**src/rtl/digit_serial_adder.sv**
```systemverilog
// Digit-serial adder/subtractor: one DIGIT-bit slice reused over WIDTH/DIGIT cycles,
// with valid/ready handshakes on both the operand and result sides.
module digit_serial_adder #(
    parameter int unsigned WIDTH = 32,
    parameter int unsigned DIGIT = 4
) (
    input  logic             clk,
    input  logic             rst_n,
    input  logic             in_valid,
    output logic             in_ready,
    input  logic [WIDTH-1:0] a,
    input  logic [WIDTH-1:0] b,
    input  logic             cin,
    input  logic             sub,
    output logic             out_valid,
    input  logic             out_ready,
    output logic [WIDTH-1:0] sum,
    output logic             cout,
    output logic             overflow
);

    localparam int unsigned N    = WIDTH / DIGIT;
    localparam int unsigned CW   = (N > 1) ? $clog2(N) : 1;
    localparam logic [CW-1:0] LAST = CW'(N - 1);

    // Reject parameter combinations that cannot be split into whole digits
    if ((DIGIT < 1) || (DIGIT > WIDTH) || ((WIDTH % DIGIT) != 0)) begin : g_bad_params
        $error("digit_serial_adder: DIGIT must divide WIDTH and lie in 1..WIDTH");
    end

    typedef enum logic [1:0] {
        IDLE,
        RUN,
        DONE
    } state_t;

    state_t           state_q, state_d;
    logic [CW-1:0]    cnt_q, cnt_d;
    logic [WIDTH-1:0] a_q, a_d;
    logic [WIDTH-1:0] b_q, b_d;
    logic [WIDTH-1:0] sum_d;
    logic             carry_q, carry_d;
    logic             a_msb_q, a_msb_d;
    logic             b_msb_q, b_msb_d;
    logic             cout_d, ovf_d;
    logic             in_ready_d, out_valid_d;
    logic [DIGIT:0]   slice;

    // The single shared DIGIT-bit adder slice
    assign slice = {1'b0, a_q[DIGIT-1:0]} + {1'b0, b_q[DIGIT-1:0]} + (DIGIT+1)'(carry_q);

    // Next-state and datapath update
    always_comb begin
        state_d  = state_q;
        cnt_d    = cnt_q;
        a_d      = a_q;
        b_d      = b_q;
        sum_d    = sum;
        carry_d  = carry_q;
        a_msb_d  = a_msb_q;
        b_msb_d  = b_msb_q;
        cout_d   = cout;
        ovf_d    = overflow;

        case (state_q)
            IDLE: begin
                if (in_valid) begin
                    a_d     = a;
                    b_d     = sub ? ~b : b;
                    carry_d = sub ? 1'b1 : cin;
                    a_msb_d = a[WIDTH-1];
                    b_msb_d = sub ? ~b[WIDTH-1] : b[WIDTH-1];
                    cnt_d   = '0;
                    state_d = RUN;
                end
            end
            RUN: begin
                // LSB digit first: new digit enters at the top, register shifts right
                sum_d   = WIDTH'({slice[DIGIT-1:0], sum} >> DIGIT);
                carry_d = slice[DIGIT];
                a_d     = a_q >> DIGIT;
                b_d     = b_q >> DIGIT;
                cnt_d   = cnt_q + CW'(1);
                if (cnt_q == LAST) begin
                    cout_d  = slice[DIGIT];
                    ovf_d   = (a_msb_q == b_msb_q) && (slice[DIGIT-1] != a_msb_q);
                    state_d = DONE;
                end
            end
            DONE: begin
                if (out_ready) begin
                    state_d = IDLE;
                end
            end
            default: begin
                state_d = IDLE;
            end
        endcase

        in_ready_d  = (state_d == IDLE);
        out_valid_d = (state_d == DONE);
    end

    // State and output registers with synchronous active-low reset
    always_ff @(posedge clk) begin
        if (!rst_n) begin
            state_q   <= IDLE;
            cnt_q     <= '0;
            a_q       <= '0;
            b_q       <= '0;
            carry_q   <= 1'b0;
            a_msb_q   <= 1'b0;
            b_msb_q   <= 1'b0;
            sum       <= '0;
            cout      <= 1'b0;
            overflow  <= 1'b0;
            in_ready  <= 1'b1;
            out_valid <= 1'b0;
        end else begin
            state_q   <= state_d;
            cnt_q     <= cnt_d;
            a_q       <= a_d;
            b_q       <= b_d;
            carry_q   <= carry_d;
            a_msb_q   <= a_msb_d;
            b_msb_q   <= b_msb_d;
            sum       <= sum_d;
            cout      <= cout_d;
            overflow  <= ovf_d;
            in_ready  <= in_ready_d;
            out_valid <= out_valid_d;
        end
    end

endmodule

```
**config.mk**
```make
export PLATFORM = sky130hd
export DESIGN_NAME = digit_serial_adder
export DESIGN_NICKNAME = d
export VERILOG_FILES = /design/src/rtl/digit_serial_adder.sv
export SDC_FILE = /design/constraint.sdc
export NUM_CORES = 1
export LEC_CHECK = 0
export BUFFER_PORTS_ARGS = -buffer_cell sky130_fd_sc_hd__buf_2
export CORE_MARGIN = 4
export CORE_UTILIZATION = 45
export DETAILED_ROUTE_END_ITERATION = 12
export MAX_ROUTING_LAYER = met4
export PLACE_DENSITY = 0.71
export SKIP_CTS_REPAIR_TIMING = 1
export SLEW_MARGIN = 20
export SYNTH_ARGS = -nofsm -noshare
export SYNTH_HDL_FRONTEND = slang
export SYNTH_SLANG_ARGS = --single-unit
```
**constraint.sdc**
```tcl
create_clock -name clk -period 1.55 [get_ports clk]
set_input_delay 0.0775 -clock clk [delete_from_list [all_inputs] [get_ports clk]]
set_output_delay 0.0775 -clock clk [all_outputs]
set_load 0.05 [all_outputs]
```
* Word level (Yosys, flattened, before mapping) *
Index checks and enable logic that the tools add are counted.

cells by class
  divide/modulo/power cells = 0
  bitwise gates (word level) = 2
  $add $sub $neg = 3
  $lt $le $gt $ge = 0
  equality and inequality tests = 7
  shifts and indexed selects = 0
  mux-type cells = 15
  multiply operators = 0
  reduce and logical (&&, ||, !) cells = 7

operators by type and width
  kind                                                             count
  32-bit case mux with 2 select lines                              2
  32-bit two-way mux                                               3
  32-bit inverter                                                  1
  2-bit two-way mux                                                3
  2-bit case mux with 3 select lines                               1
  3-bit case mux with 2 select lines                               1
  2-bit AND reduction                                              3
  4-bit by 4-bit adder with 5-bit output                           1
  5-bit by 1-bit adder with 5-bit output                           1
  2-bit == test, second input constant                             2
  2-bit logical NOT                                                2
  3-bit by 1-bit adder with 3-bit output, second input constant    1
  3-bit == test, second input constant                             1
  1-bit two-way mux                                                3
  3-bit two-way mux                                                1
  2-bit by 1-bit == test with 1-bit output, second input constant  1
  2-bit inequality test, second input constant                     1
  1-bit case mux with 2 select lines                               1
  2-bit nonzero test                                               1
  1-bit == test                                                    1
  1-bit logical AND                                                1
  1-bit inequality test                                            1
  1-bit inverter                                                   1

storage, ports and cells
  word-level logic and storage cells = 46
  output and inout bits = 36
  RAM bits = 0
  latch bits = 0
  bits of input ports = 70
  memories = 0
  flip-flop bits (word level) = 108
  ROM bits = 0

* Depth between registers and ports, before layout *
Gate-level depths: netlist of run 1.

  depth in word-level cells = 4
  mapped depth = 7
  gate-level depth less buffers = 7

* Worst setup path before layout of run 1 *
No wires, ideal clock.

  path type = reg2reg
  from = register a_q[0]
  to = register carry_q
  arrival = 1474 ps
  library setup time = 123 ps
  path slack = -47 ps
  period minus slack after synthesis = 1597 ps
  buffers on the path = 0
  cell stages (with the launch flop) = 8
  path through = dfxtp_1 fa_1 inv_1 fa_1 nor2b_1 o21a_1 o31ai_1 a21boi_1

on the way
  longest elaborated chain between the ends = 3

RTL lines
  element                                 RTL line  RTL
  from (decl)                             39        logic [WIDTH-1:0] a_q, a_d;
  from (signal assigned)                  109       a_q <= '0;
  from (signal assigned)                  122       a_q <= a_d;
  4-bit by 4-bit adder with 5-bit output  50        assign slice = {1'b0, a_q[DIGIT-1:0]} + {1'b0, b_q[DIGIT-1:0]} + (DIGIT+1)'(carry_q);
  5-bit by 1-bit adder with 5-bit output  50
  1-bit case mux with 2 select lines      65        case (state_q)
  to (signal assigned)                    124       carry_q <= carry_d;
  to (decl)                               42        logic carry_q, carry_d;

No other way between the ends.
A chain may end at the register's enable or synchronous reset.

* Final worst setup path of run 1 *
  from = register b_q[0]
  to = register carry_q

on the way
  longest elaborated chain between the ends = 3

RTL lines
  element                                 RTL line  RTL
  from (decl)                             40        logic [WIDTH-1:0] b_q, b_d;
  from (signal assigned)                  110       b_q <= '0;
  from (signal assigned)                  123       b_q <= b_d;
  4-bit by 4-bit adder with 5-bit output  50
  5-bit by 1-bit adder with 5-bit output  50
  1-bit case mux with 2 select lines      65

No other way between the ends.

==> results of run 1 <==
-- logic make-up (layout without fill, tap and decap cells) --
kind of cell	count (synthesis)	count (layout)	synth area share
AOI/OAI and AO/OA	174	174	0.247
DFF	108	108	0.421
adders and majority gates	7	7	0.0200
and+or+nand+nor	212	212	0.200
buffers and inverters	58	147	0.0584
xor gates and xnor gates	32	32	0.0545
-- cell usage in the layout, fill, tap and decap left out, types with 2 or more instances in the layout --
| cell type | instances |
|---|---|
| a21oi_1 | 30 |
| buf_2 | 105 |
| buf_12 | 5 |
| a21boi_1 | 21 |
| nand2_1 | 94 |
| o221a_2 | 25 |
| o221a_1 | 3 |
| nor2b_1 | 36 |
| nor2_1 | 33 |
| o21a_1 | 3 |
| a21boi_0 | 15 |
| fa_2 | 2 |
| a22oi_1 | 37 |
| inv_1 | 3 |
| o21ai_0 | 9 |
| and2_1 | 30 |
| nor2b_2 | 2 |
| o21ai_1 | 22 |
| xor2_1 | 32 |
| nand2b_1 | 2 |
| dfxtp_2 | 3 |
| clkbuf_16 | 9 |
| buf_4 | 17 |
| nor2_2 | 2 |
| dfxtp_1 | 104 |
| ha_1 | 4 |
| clkbuf_1 | 3 |
| nand3_1 | 2 |
-- area by class of cell --
cell class | count | area (um2)
timing repair buffer | 128 | 764
inverter | 4 | 15.0
fill | 1016 | 4890
clock inverter | 2 | 35.0
tap | 140 | 175
multi-input combinational | 425 | 2730
clock buffer | 13 | 250
sequential | 108 | 2170
-- registers in the layout, indices dropped and copies added, names as in the netlist --
| register | count |
|---|---|
| a_msb_q | 1 |
| a_q | 32 |
| b_msb_q | 1 |
| b_q | 32 |
| carry_q | 1 |
| cnt_q | 3 |
| cout | 1 |
| in_ready | 1 |
| out_valid | 1 |
| overflow | 1 |
| state_q | 2 |
| sum | 32 |
-- metrics by stage --
step	std cells	setup slack, ps	area (um2)	total power [mW]
floorplan	591	12.0	5140	3.76
global placement	803	-145	5790	4.02
detailed placement	803	-160	5790	4.05
CTS	818	-176	6080	6.30
global route	820	-130	6140	6.55
finish	820	-104	6140	6.26
-- per-layer routing --
| metal | GRT usage | wire length [um] | up-vias |
|---|---|---|---|
| li1 | - | - | 2187 |
| met1 | 0.237 | 5560 | 1986 |
| met2 | 0.292 | 5620 | 100 |
| met3 | 0.0495 | 669 | 6 |
| met4 | 0.0415 | 70 | 0 |
| met5 | - | 0 | - |
-- worst max-delay path, stage by stage (launching register included) --
cell and delay, ps:
dfxtp_2 340, fa_2 390, inv_2 60, fa_2 200, nor2b_2 50, o21a_1 210
o31ai_2 190, a21boi_1 100
-- report_power, final --
part	leakage [nW]	internal [mW]	switching [mW]
combinational	1.56	0.457	0.527
sequential	0.886	2.93	0.0954
clock	0.140	1.29	0.966
-- final timing paths --
kind	from	to	slack [ps]	cells past startpoint
setup reg to reg	b_q[0]$_SDFFE_PN0P_	carry_q$_SDFFE_PN0P_	-100	7
hold reg to reg	sum[3]$_SDFFE_PN0P_	sum[3]$_SDFFE_PN0P_	450	2
setup / recovery	b_q[0]$_SDFFE_PN0P_	carry_q$_SDFFE_PN0P_	-100	7
hold / removal	a[30]	a_q[30]$_SDFFE_PN0P_	30	3
==> qor.yml, run 1 <==
synth_ff_type: "dfxtp_1"
numClockSinks: 108
die_area_um2: 13200
wire_per_inst_um: 14.5
slew_viol_final: 0
netlist_instances: 591
syn2layout_area_growth_pct: 19.4
fp.dieW_um: 115
finalHoldViolations: 0
p_leak_nw: 2.59
fin_crit_ps: 1650
nets: 753
synth_top_cell_by_area: "dfxtp_1"
num_antenna_cells: 0
grt_first_pass_wirelength_um: 19300
hold_ws_ps: 31.6
grt_usage: 0.185
clk_pin_slew_ps: 70
grt_overflow: 0
utilization: 0.556
synth_area_leaders: "dfxtp_1 (42%), nand2_1 (6.9%), o221a_2 (5.5%), xor2_1 (5.5%), a22oi_1 (5.4%)"
yosysSeqAreaShare: 0.421
cp_max_fo: 2
ys_top_cells_by_count: "dfxtp_1 (108), nand2_1 (94), nor2b_1 (39)"
antenna_found_initial: 0
num_rows: 38
grt_max_degree: 109
ys_warn_count: 0
grt_pass1_vias: 3982
wirelength_um: 11900
criticalPathCategory: "flop to flop"
start_kind: "flop"
drt-initial-drc-count: 341
drtAntennaViolNets: 0
setup_tns_ps: -233
worstMarginPinSlew_ps: 632
synthArstFlopShare: 0
syn_area_per_cell_um2: 8.70
start_util: 0.466
worstSkewPairLatency_ps: 340
syn_nets: 668
vias: 4279
max_freq_ghz: 0.605
setup_viol: 4
peakVddDrop_mv: 0.686
vias_per_cell: 5.22
gp_congestion: 0.843
cts_tree: "done"
setup_ws_ps: -104
drc_errors: 0
cts.path.max_buffers: 2
fin_skew_ps: 5.41
outcome: "finished with violations"
core_area_um2: 11000
rsz0062_at_grt: "true"
syn_area_um2: 5140
drive_gt1_frac: 0.275
pin_count: 106
cp-end-kind: "flop"
synth_edf_count: 0
cts-htree-levels: 3
slew_headroom: 0.578
period_share: 1.07
drt_first_pass_iters: 4
dp_hpwl_um: 8210
ys_types: 44
crit_arrival_ps: 1880
port_buffers: 105
hp-class: "input pin to flop"
crit_required_ps: 1780
yosysTopAreaCellShare: 0.421
ys_seq_elements: 108
root_buffer: "clkbuf_16"
die_h_um: 115
numCtsBuffers: 9
p_per_area_nw_per_um2: 1020
synth.most_common_cell: "dfxtp_1"
cap_violations: 0
violations: "setup timing"
Note: power is estimated with default switching activity, not from simulation.
==> run 2: changes to the inputs <==
--- a/config.mk
+++ b/config.mk
@@ -10,7 +10,7 @@
 export CORE_UTILIZATION = 45
 export DETAILED_ROUTE_END_ITERATION = 12
 export MAX_ROUTING_LAYER = met4
-export PLACE_DENSITY = 0.71
+export PLACE_DENSITY = 0.69
 export SKIP_CTS_REPAIR_TIMING = 1
 export SLEW_MARGIN = 20
 export SYNTH_ARGS = -nofsm -noshare
==> constraint.sdc (replaced) <==
create_clock -name clk -period 2.06 [get_ports clk]
set_input_delay 0.103 -clock clk [delete_from_list [all_inputs] [get_ports clk]]
set_output_delay 0.103 -clock clk [all_outputs]
set_load 0.05 [all_outputs]
==> run 2 against run 1 <==
Effect of this change: the run now ends clean; sequential power fell by 25%; sequential share of layout area rose by 0.81 points; global-route usage down 0.10 points; non-clock buffer count fell by 10; combinational power decreased by 29%; cell count shrank 1.2%; worst hold slack got worse by 7.6 ps; sequential cell count stayed put; clock skew up 5.9 ps; cell area down 2.5%; die area unchanged; clock power fell by 29%; critical endpoint is now cout$_SDFFE_PN0P_; highest routed layer unchanged.
==> qor.yml, run 2 (synthesized netlist as in run 1, its figures left out) <==
vias_per_cell: 5.28  # was 5.22
rrSetupSlack_ps: 310  # was -100 ps
grt_first_pass_wirelength_um: 19400  # was 19300 um
port_buffers: 105  # unchanged
drt_first_pass_iters: 4  # unchanged
worstMarginPinSlew_ps: 704  # was 632 ps
worstSkewPairLatency_ps: 340  # about the same
antenna_found_initial: 0  # unchanged
fin_total_pwr_mw: 4.57  # was 6.26 mW
hold_depth: 3  # unchanged
num_antenna_cells: 0  # unchanged
cts.path.max_buffers: 2  # unchanged
numClockSinks: 108  # unchanged
slew_headroom: 0.530  # was 0.578
drive_gt1_frac: 0.254  # was 0.275
clk_pin_slew_ps: 70  # about the same
critPathLaunch: "a_q[0]$_SDFFE_PN0P_"  # was b_q[0]$_SDFFE_PN0P_
grt_overflow: 0  # unchanged
cp-end-kind: "flop"  # unchanged
gr-usage-met3: 0.0379  # was 0.0495
finalHoldViolations: 0  # unchanged
crit_chain: "fa_1 -> inv_1 -> fa_1 -> nor2b_1 -> o21a_1 -> nor4_1 -> nor3b_1"  # was fa_2 -> inv_2 -> fa_2 -> nor2b_2 -> o21a_1 -> o31ai_2 -> a21boi_1
mostFrequentLayoutCells: "dfxtp_1 (106), buf_2 (105), nand2_1 (94)"  # was buf_2 (105), dfxtp_1 (104), nand2_1 (94)
nets: 743  # was 753
reg2reg_depth: 7  # unchanged
vias: 4280  # was 4279
crit_required_ps: 2280  # was 1780 ps
final_common_cell: "dfxtp_1"  # was buf_2
die_h_um: 115  # unchanged
crit_top_cell: "fa_1"  # was fa_2
drtAntennaViolNets: 0  # unchanged
cp_max_fo: 3  # was 2
max_stage_delay_ps: 470  # was 390 ps
r2r-end: "cout$_SDFFE_PN0P_"  # was carry_q$_SDFFE_PN0P_
max_freq_ghz: 0.571  # was 0.605 GHz
start_kind: "flop"  # unchanged
drc_errors: 0  # unchanged
p_leak_nw: 2.52  # was 2.59 nW
core_area_um2: 11000  # unchanged
peakVddDrop_mv: 0.432  # was 0.686 mV
rr_startpoint: "a_q[0]$_SDFFE_PN0P_"  # was b_q[0]$_SDFFE_PN0P_
start_util: 0.466  # unchanged
fp.dieW_um: 115  # unchanged
met1_usage: 0.247  # was 0.237
syn2layout_area_growth_pct: 16.5  # was 19.4%
critical_path.endpoint: "cout$_SDFFE_PN0P_"  # was carry_q$_SDFFE_PN0P_
cap_violations: 0  # unchanged
cts-htree-levels: 3  # unchanged
fin_crit_ps: 1750  # was 1650 ps
num_rows: 38  # unchanged
grt_usage: 0.184  # was 0.185
grt-busiest-layer: "met2"  # unchanged
fin_skew_ps: 11.3  # was 5.41 ps
grt_max_degree: 50  # was 109
largestRegisters: "a_q (32), b_q (32), sum (32)"  # unchanged
grt_pass1_vias: 3948  # was 3982
rsz0062_at_grt: "false"  # was true
die_area_um2: 13200  # unchanged
root_buffer: "clkbuf_16"  # unchanged
slew_viol_final: 0  # unchanged
criticalPathCategory: "flop to flop"  # unchanged
crit_arrival_ps: 1970  # was 1880 ps
drt-initial-drc-count: 328  # was 341
wire_per_inst_um: 14.5  # about the same
dp_hpwl_um: 8120  # was 8210 um
gp_congestion: 0.849  # was 0.843
cp_slowest_cell: "fa_1"  # was fa_2
period_share: 0.850  # was 1.07
pin_count: 106  # unchanged
wirelength_um: 11700  # was 11900 um
cts_tree: "done"  # unchanged
numCtsBuffers: 9  # unchanged
setup_viol: 0  # was 4
setup_tns_ps: 0  # was -233 ps
hp-class: "input pin to flop"  # unchanged
outcome: "completed"  # was finished with violations
met2_usage: 0.278  # was 0.292
p_per_area_nw_per_um2: 764  # was 1020 nW/um2
-- run 2: critical path: cells and delay by family (launching register included) --
kind                     cells  cell delay [ps]
adder cells (fa/ha/maj)      2              650
AND/OR/NAND/NOR              3              380
flip-flops                   1              330
AO/OA/AOI/OAI                1              180
buffers and inverters        1               90
-- run 2: worst min path at each step --
| stage | startpoint | end | slack (ps) |
|---|---|---|---|
| 4_1_cts | a[29] | a_q[29]$_SDFFE_PN0P_ | 10 |
| 3_3_place_gp | a[29] | a_q[29]$_SDFFE_PN0P_ | 360 |
| 6_report | a[29] | a_q[29]$_SDFFE_PN0P_ | 20 |
| 2_1_floorplan | a[31] | a_msb_q$_SDFFE_PN0P_ | 270 |
| 3_5_place_dp | a[29] | a_q[29]$_SDFFE_PN0P_ | 370 |
| 5_1_grt | a[29] | a_q[29]$_SDFFE_PN0P_ | 40 |
-- run 2: per-layer routing --
metal | up-vias | part of all wire
met5 | - | 0
met4 | 0 | 0.012
met3 | 10 | 0.056
met2 | 109 | 0.46
met1 | 1985 | 0.47
li1 | 2176 | -
-- run 2: layout make-up --
cell class / instances / area [um2]
timing repair buffer: 118 / 661
clock buffer: 9 / 225
clock inverter: 6 / 46.3
fill: 1054 / 5040
sequential: 108 / 2160
inverter: 4 / 15.0
tap: 140 / 175
multi-input combinational: 425 / 2700
-- run 2: per-stage QoR --
| stage | instances | setup WS (ps) | area, um2 | hold slack, ps | util |
|---|---|---|---|---|---|
| floorplan | 591 | 463 | 5140 | 265 | - |
| global placement | 795 | 294 | 5710 | 359 | 0.517 |
| detailed placement | 795 | 303 | 5710 | 372 | 0.518 |
| CTS | 810 | 277 | 5980 | 11.5 | 0.542 |
| global route | 810 | 214 | 5990 | 44.6 | 0.543 |
| finish | 810 | 309 | 5990 | 24.0 | 0.543 |
-- run 2: report_power, final --
| group | total, mW | internal (mW) | leakage [nW] | switching (mW) |
|---|---|---|---|---|
| registers | 2.27 | 2.20 | 0.885 | 0.0703 |
| logic | 0.697 | 0.314 | 1.50 | 0.383 |
| clock network | 1.60 | 0.825 | 0.129 | 0.776 |
==> run 3: changes to the inputs <==
==> constraint.sdc (replaced) <==
create_clock -name clk -period 1.8 [get_ports clk]
set_input_delay 0.09 -clock clk [delete_from_list [all_inputs] [get_ports clk]]
set_output_delay 0.09 -clock clk [all_outputs]
set_load 0.05 [all_outputs]
==> run 3 against run 2 <==
Effect of this change: critical path depth unchanged; register-to-register slack worse by 200 ps; fmax up 3.6%; total power up 27%.
==> qor.yml, run 3 (synthesized netlist as in run 1, its figures left out) <==
worstMarginPinSlew_ps: 648  # was 704 ps
hp-class: "input pin to flop"  # unchanged
numClockSinks: 108  # unchanged
drive_gt1_frac: 0.263  # was 0.254
grt_max_degree: 109  # was 50
utilization: 0.554  # was 0.543
drt_first_pass_iters: 5  # was 4
rsz0062_at_grt: "false"  # unchanged
max_freq_ghz: 0.592  # was 0.571 GHz
cap_violations: 0  # unchanged
drc_errors: 0  # unchanged
syn2layout_area_growth_pct: 18.9  # was 16.5%
final_common_cell: "buf_2"  # was dfxtp_1
fp.dieW_um: 115  # unchanged
setup_tns_ps: 0  # unchanged
path_delay_family: "adder cells"  # unchanged
grt_first_pass_wirelength_um: 19200  # was 19400 um
outcome: "completed"  # unchanged
numCtsBuffers: 9  # unchanged
cp_slowest_cell: "fa_2"  # was fa_1
worstSkewPairLatency_ps: 340  # about the same
holdCritStartpoint: "a[28]"  # was a[29]
max_stage_delay_ps: 390  # was 470 ps
peakVddDrop_mv: 0.833  # was 0.432 mV
p_leak_nw: 2.57  # was 2.52 nW
cp_max_fo: 3  # unchanged
critPathLaunch: "a_q[0]$_SDFFE_PN0P_"  # unchanged
vias: 4309  # was 4280
cp-end-kind: "flop"  # unchanged
die_h_um: 115  # unchanged
cts-htree-levels: 3  # unchanged
gp_congestion: 0.834  # was 0.849
crit_chain: "fa_2 -> inv_1 -> fa_1 -> nor2b_2 -> o21a_1 -> o31ai_2 -> a21boi_1"  # was fa_1 -> inv_1 -> fa_1 -> nor2b_1 -> o21a_1 -> nor4_1 -> nor3b_1
finalHoldViolations: 0  # unchanged
largestRegisters: "a_q (32), b_q (32), sum (32)"  # unchanged
grt_pass1_vias: 3971  # was 3948
hold_depth: 3  # unchanged
wirelength_um: 11700  # about the same
num_rows: 38  # unchanged
cts_tree: "done"  # unchanged
rrSetupSlack_ps: 110  # was 310 ps
fin_skew_ps: 4.91  # was 11.3 ps
num_antenna_cells: 0  # unchanged
wire_per_inst_um: 14.4  # was 14.5 um
pin_count: 106  # unchanged
fin_crit_ps: 1690  # was 1750 ps
start_util: 0.466  # unchanged
root_buffer: "clkbuf_16"  # unchanged
setup_viol: 0  # unchanged
grt_usage: 0.182  # was 0.184
criticalPathCategory: "flop to flop"  # unchanged
slew_headroom: 0.567  # was 0.530
die_area_um2: 13200  # unchanged
period_share: 0.939  # was 0.850
start_kind: "flop"  # unchanged
port_buffers: 105  # unchanged
hold-path-endpoint: "a_q[28]$_SDFFE_PN0P_"  # was a_q[29]$_SDFFE_PN0P_
reg2reg_depth: 7  # unchanged
r2r-end: "carry_q$_SDFFE_PN0P_"  # was cout$_SDFFE_PN0P_
antenna_found_initial: 0  # unchanged
slew_viol_final: 0  # unchanged
p_per_area_nw_per_um2: 947  # was 764 nW/um2
vias_per_cell: 5.31  # was 5.28
crit_arrival_ps: 1920  # was 1970 ps
grt_overflow: 0  # unchanged
dpl_cell_area_um2: 5730  # was 5710 um2
drt-initial-drc-count: 349  # was 328
fin_total_pwr_mw: 5.79  # was 4.57 mW
mostFrequentLayoutCells: "buf_2 (105), dfxtp_1 (104), nand2_1 (94)"  # was dfxtp_1 (106), buf_2 (105), nand2_1 (94)
cts.path.max_buffers: 2  # unchanged
crit_required_ps: 2030  # was 2280 ps
drtAntennaViolNets: 0  # unchanged
finish.instance_area_um2: 6110  # was 5990 um2
rr_startpoint: "a_q[0]$_SDFFE_PN0P_"  # unchanged
dp_hpwl_um: 7740  # was 8120 um
core_area_um2: 11000  # unchanged
clk_pin_slew_ps: 70  # about the same
nets: 744  # was 743
fillers: 1035  # was 1054
critPathBufInv: 1  # unchanged
==> run 3: changes by cell type in the layout (fill, tap and decap cells not counted), sizes merged <==
cell	previous run	this run
clkbuf	9	10
buf	118	119
bufinv	0	4
inv	7	4
clkinvlp	2	1
==> run 3: final cells by class <==
class / count / area [um2] / share of cell area
repair buffers: 119 / 681 / 0.111
well taps: 140 / 175 / 0.0286
clock buffers: 10 / 229 / 0.0374
inverters: 4 / 15.0 / 0.00246
multi-input cells: 425 / 2710 / 0.443
clock inverters: 6 / 136 / 0.0223
flip-flops and latches: 108 / 2170 / 0.354
==> run 3: worst register-to-register path, delay by kind of cell, from the launching register on <==
family | cells | cell delay [ps]
AO/OA/AOI/OAI | 3 | 520
adder cells (fa/ha/maj) | 2 | 590
buffers and inverters | 1 | 80
flip-flops | 1 | 340
AND/OR/NAND/NOR | 1 | 60
==> run 3: power by group <==
part	switching [mW]	internal, mW	leakage, nW
combinational	0.439	0.366	1.51
sequential	0.0810	2.52	0.886
clock	0.880	1.50	0.173
total	1.40	4.39	2.57
==> run 3: per-layer routing <==
metal	vias up	global-route usage	share of wire
met2	144	0.271	0.45
met4	0	0.0391	0.0063
met1	1978	0.250	0.47
met3	8	0.0453	0.066
li1	2179	-	-
met5	-	-	0
==> run 3: worst max-delay path by stage <==
| stage | endpoint | slack (ps) | cells after the start |
|---|---|---|---|
| after global routing | cout$_SDFFE_PN0P_ | 9 | 7 |
| final | carry_q$_SDFFE_PN0P_ | 110 | 7 |
| after global placement | cout$_SDFFE_PN0P_ | 90 | 7 |
| after CTS | carry_q$_SDFFE_PN0P_ | 30 | 7 |
| after floorplan | carry_q$_SDFFE_PN0P_ | 200 | 7 |
| after detailed placement | carry_q$_SDFFE_PN0P_ | 50 | 7 |
==> run 3: through the flow <==
step | setup slack (ps) | cells | hold WS (ps)
floorplan | 203 | 591 | 252
global placement | 89.0 | 796 | 369
detailed placement | 51.0 | 796 | 378
CTS | 30.6 | 812 | 17.7
global route | 9.17 | 812 | 28.1
finish | 110 | 812 | 22.3
